**config.mk**
```make
export PLATFORM = sky130hd
export DESIGN_NAME = prbs_test_ctrl
export DESIGN_NICKNAME = d
export VERILOG_FILES = /design/src/rtl/prbs_test_ctrl.sv
export SDC_FILE = /design/constraint.sdc
export NUM_CORES = 1
export LEC_CHECK = 0
export CORE_AREA = 2 2 112 114
export CTS_CLUSTER_DIAMETER = 80
export DETAILED_ROUTE_END_ITERATION = 6
export DIE_AREA = 0 0 114 116
export SYNTH_ARGS = -nofsm -noshare
export SYNTH_HDL_FRONTEND = slang
export SYNTH_SLANG_ARGS = --single-unit
export TNS_END_PERCENT = 1
```
**constraint.sdc**
```tcl
create_clock -name clk -period 2.55 [get_ports clk]
set_input_delay 0.255 -clock clk [delete_from_list [all_inputs] [get_ports clk]]
set_output_delay 0.255 -clock clk [all_outputs]
set_load 0.03 [all_outputs]
```
**src/rtl/prbs_test_ctrl.sv**
```systemverilog
// Sequencing controller for the PRBS pattern-check datapath: loads a 32-bit
// search pattern, releases the datapath for a bounded run and reports the result.
module prbs_test_ctrl #(
    parameter int SLACK = 8,
    parameter int CNT_W = 16
) (
    input  logic             clk,
    input  logic             rst,
    input  logic             start,
    input  logic [7:0]       n_repeats,
    input  logic [7:0]       byte_in,
    input  logic             byte_valid,
    output logic             byte_ready,
    input  logic             abort,
    input  logic             pattern_found,
    output logic [31:0]      pattern_word,
    output logic [7:0]       n_rep_q,
    output logic             dp_rst_n,
    output logic             busy,
    output logic             done,
    output logic [1:0]       status,
    output logic [CNT_W-1:0] found_cycle
);

    typedef enum logic [2:0] {IDLE, LOAD, ARM, RUN, DONE} state_t;

    state_t             state_q, state_d;
    logic [31:0]        pattern_q, pattern_d;
    logic [7:0]         nrep_q, nrep_d;
    logic [CNT_W-1:0]   found_q, found_d;
    logic [1:0]         status_q, status_d;
    logic               dprstn_q, dprstn_d;
    logic               done_q, done_d;
    logic [1:0]         bcnt_q, bcnt_d;
    logic [CNT_W-1:0]   rcnt_q, rcnt_d;
    logic [CNT_W-1:0]   limit;

    // Run budget is evaluated at counter width so the largest repeat count cannot wrap.
    assign limit = (CNT_W'(nrep_q) << 2) + CNT_W'(SLACK);

    always_ff @(posedge clk or posedge rst) begin
        if (rst) begin
            state_q   <= IDLE;
            pattern_q <= '0;
            nrep_q    <= '0;
            found_q   <= '0;
            status_q  <= '0;
            dprstn_q  <= 1'b0;
            done_q    <= 1'b0;
            bcnt_q    <= '0;
            rcnt_q    <= '0;
        end else begin
            state_q   <= state_d;
            pattern_q <= pattern_d;
            nrep_q    <= nrep_d;
            found_q   <= found_d;
            status_q  <= status_d;
            dprstn_q  <= dprstn_d;
            done_q    <= done_d;
            bcnt_q    <= bcnt_d;
            rcnt_q    <= rcnt_d;
        end
    end

    always_comb begin
        state_d   = state_q;
        pattern_d = pattern_q;
        nrep_d    = nrep_q;
        found_d   = found_q;
        status_d  = status_q;
        bcnt_d    = bcnt_q;
        rcnt_d    = rcnt_q;
        case (state_q)
            IDLE: begin
                if (start) begin
                    nrep_d    = n_repeats;
                    pattern_d = '0;
                    found_d   = '0;
                    status_d  = 2'b00;
                    bcnt_d    = '0;
                    if (n_repeats == 8'd0) begin
                        status_d = 2'b11;
                        state_d  = DONE;
                    end else begin
                        state_d = LOAD;
                    end
                end
            end
            LOAD: begin
                if (abort) begin
                    status_d = 2'b11;
                    state_d  = DONE;
                end else if (byte_valid) begin
                    case (bcnt_q)
                        2'd0:    pattern_d[31:24] = byte_in;
                        2'd1:    pattern_d[23:16] = byte_in;
                        2'd2:    pattern_d[15:8]  = byte_in;
                        default: pattern_d[7:0]   = byte_in;
                    endcase
                    bcnt_d = bcnt_q + 2'd1;
                    if (bcnt_q == 2'd3) state_d = ARM;
                end
            end
            ARM: begin
                if (abort) begin
                    status_d = 2'b11;
                    state_d  = DONE;
                end else begin
                    rcnt_d  = '0;
                    state_d = RUN;
                end
            end
            RUN: begin
                // Priority: abort, then a hit, then the timeout.
                if (abort) begin
                    status_d = 2'b11;
                    state_d  = DONE;
                end else if (pattern_found) begin
                    found_d  = rcnt_q;
                    status_d = 2'b01;
                    state_d  = DONE;
                end else if (rcnt_q == limit - CNT_W'(1)) begin
                    status_d = 2'b10;
                    state_d  = DONE;
                end else begin
                    rcnt_d = rcnt_q + CNT_W'(1);
                end
            end
            DONE:    state_d = IDLE;
            default: state_d = IDLE;
        endcase
        dprstn_d = (state_d == RUN);
        done_d   = (state_d == DONE);
    end

    assign byte_ready   = (state_q == LOAD);
    assign busy         = (state_q != IDLE);
    assign pattern_word = pattern_q;
    assign n_rep_q      = nrep_q;
    assign found_cycle  = found_q;
    assign status       = status_q;
    assign dp_rst_n     = dprstn_q;
    assign done         = done_q;

endmodule

```
==> metrics.yaml <==
yosys.area.top_type: "dfrtp_1"
hold_violations: 0
drt_iter0_drc: 124
syn_area_mm2: 0.00399
io_pins: 84
ys_seq_area_share_pct: 50.8
ff2ff_setup_slack_ps: 80
status: "finished clean"
pre_cts_ws_ps: 60.6
drv_cap: 0
crit_type: "reg -> reg"
initial_core_util_pct: 33.5
nets: 516
r2r-start: "n_rep_q[0]"
diodes: 0
synth_top_family_by_area: "simple AND/OR/NAND/NOR gates"
drive_above_1_share_pct: 16.2
vdd_drop_max_v: 0.000844
cts.clk_slew.worst_paths_ps: 60
cp-startpoint: "n_rep_q[0]"
fmax_mhz: 405
p_comb_share_pct: 44.9
post-cts-setup-buffer-count: 0
final_cell_mix: "83 x clkdlybuf4s50_1, 80 x nand2_1, 79 x dfrtp_1"
antenna_found_initial: 0
htree_levels: 3
synth_warnings: 0
synth_compound_area_share_pct: 11.4
synthMuxAreaShare_pct: 11.0
vias: 3210
clockRootBuffer: "clkbuf_16"
slew_violations: 0
synth_cell_types: 49
core-area_mm2: 0.0119
clock_sinks: 81
async_reset_ff_share_pct: 100
cts_buffers: 9
clock_path_buffers: 2
drc: 0
p_int_w: 0.00370
yosys.area.top_type_share_pct: 50.8
gp_congestion: 0.835
synth_fa_ha_area_share_pct: 1.88
avgSynthCellArea_um2: 10.1
grt_pass1_vias: 3344
grt_pass1_wl_um: 16700
synth-xor-area-share_pct: 1.76
syn_inst: 395
area_growth_pct: 35.4
setup_violations: 0
grt_max_degree: 38
die_w_um: 114
setup_slack_ps: 78.4
ant_nets: 0
vias_per_cell: 5.02
synth_fp_nets: 423
io_buffers: 83
p_leak_nw: 2.32
wl_per_cell_um: 15.6
rsz0062_at_grt: "yes"
synth-simple-area-share_pct: 19.1
cp_max_fo: 9
n_fill_cell: 1118
ys.flop_type: "dfrtp_1"
crit_arrival_ps: 2730
cts_tree: "yes"
fp.dieH_um: 116
synth-seq-cells: 81
crit_path_start_kind: "flop"
final_common_cell: "clkdlybuf4s50_1"
p_clk_share_pct: 23.2
powerDensity_mw_per_mm2: 1110
finalCritPeriodShare_pct: 96.9
swShare_pct: 38.4
overflow: 0
grtUsageTotal_pct: 16.1
finalCriticalPeriod_ps: 2470
dieArea_mm2: 0.0132
synth.area.top_cells: "dfrtp_1 51%, mux2_2 9.0%, nand2_1 7.5%, o21ai_0 2.8%, mux2i_1 2.0%"
clock_skew_ps: 9.41
synth-edff-count: 0
power.total_w: 0.00601
crit_required_ps: 2810
p_seq_share_pct: 32.0
dpl.hpwl_um: 7190
hold_path.class: "in -> async"
fp-row-count: 40
clkLatencyLatePin_ps: 340
tightest_slew_ps: 665
end_kind: "flop"
p_sw_w: 0.00231
relSlewSlack_pct: 55.6
drtPass1Iterations: 4
final_util_pct: 45.3
drt_wl_total_um: 9950
-- critical path, cell delays in order, from the launching register on --
cell and delay (ps):
dfrtp_2 400, ha_1 270, o21ba_2 230, a221o_1 340, a222oi_1 350, o311a_2 320
buf_4 180, o21a_1 140, a2bb2oi_1 160
-- Yosys cell counts, types with 8 or more instances --
master,n
o21ai_0,22
nor2_1,10
nand2_1,80
nand2b_1,9
dfrtp_1,81
clkbuf_1,11
and2_1,11
nand3_1,10
buf_2,9
a21oi_1,11
o31ai_1,10
mux2i_1,8
or4_1,10
inv_1,12
mux2_2,32
-- area by class of cell --
cell class | count | area, um^2 | area share (%)
Clock buffer | 9 | 225 | 4.17
Clock inverter | 7 | 92.6 | 1.72
Inverter | 12 | 46.3 | 0.858
Multi-Input combinational cell | 279 | 1810 | 33.5
Sequential cell | 81 | 2030 | 37.6
Tap cell | 147 | 184 | 3.41
Timing Repair Buffer | 105 | 1010 | 18.8
-- routing by layer --
layer / vias to the layer above / wire, um / track usage, %
met5: - / 0 / 0
met4: 0 / 75 / 5.37
met3: 9 / 825 / 7.11
met2: 85 / 4800 / 26.6
met1: 1542 / 4260 / 18.8
li1: 1574 / - / -
-- timing repair --
item                       in CTS  in global routing
setup endpoints to repair       0                  6
hold buffers                    0                  0
resized for setup               0                  3
-- power groups by stage --
stage | clock [W] | sequential [W] | combinational [W]
after floorplan | 0 | 0.00246 | 0.00110
after global placement | 0 | 0.00194 | 0.00268
after detailed placement | 0 | 0.00194 | 0.00272
after CTS | 0.00143 | 0.00193 | 0.00273
after global routing | 0.00148 | 0.00198 | 0.00290
final | 0.00139 | 0.00192 | 0.00270
-- state kept, by name, summed over array words and instances (netlist names) --
register      cells
found_cycle      16
pattern_word     32
state_q           3
status            2
dp_rst_n          1
bcnt_q            2
n_rep_q           8
done              1
rcnt_q           16
-- cells by family (layout without fill, tap and decap cells) --
family | after synthesis | in the layout
muxes | 40 | 40
xor gates and xnor gates | 8 | 8
AOI/OAI and AO/OA | 68 | 68
and+or+nand+nor | 157 | 157
adders and majority gates | 6 | 6
DFF | 81 | 81
buffers and inverters | 35 | 133
-- worst paths after layout --
path | to | cells after the start
worst max register to register | status[0] | 8
worst max-delay path | status[0] | 8
worst min register to register | found_cycle[8] | 2
worst min-delay path | pattern_word[26] | 2
max in group asynchronous | n_rep_q[3] | 3
min in group clk | n_rep_q[1] | 3
-- metrics by stage --
stage                     instance area (um^2)  hold WS (ps)  setup TNS [ps]  instances
after floorplan                           3990           351               0        395
after global placement                    5070           463               0        624
after detailed placement                  5070           472               0        624
after CTS                                 5390           331               0        640
after global routing                      5400           370           -14.9        640
final                                     5400           320               0        640
(Power assumes the default switching activity.)
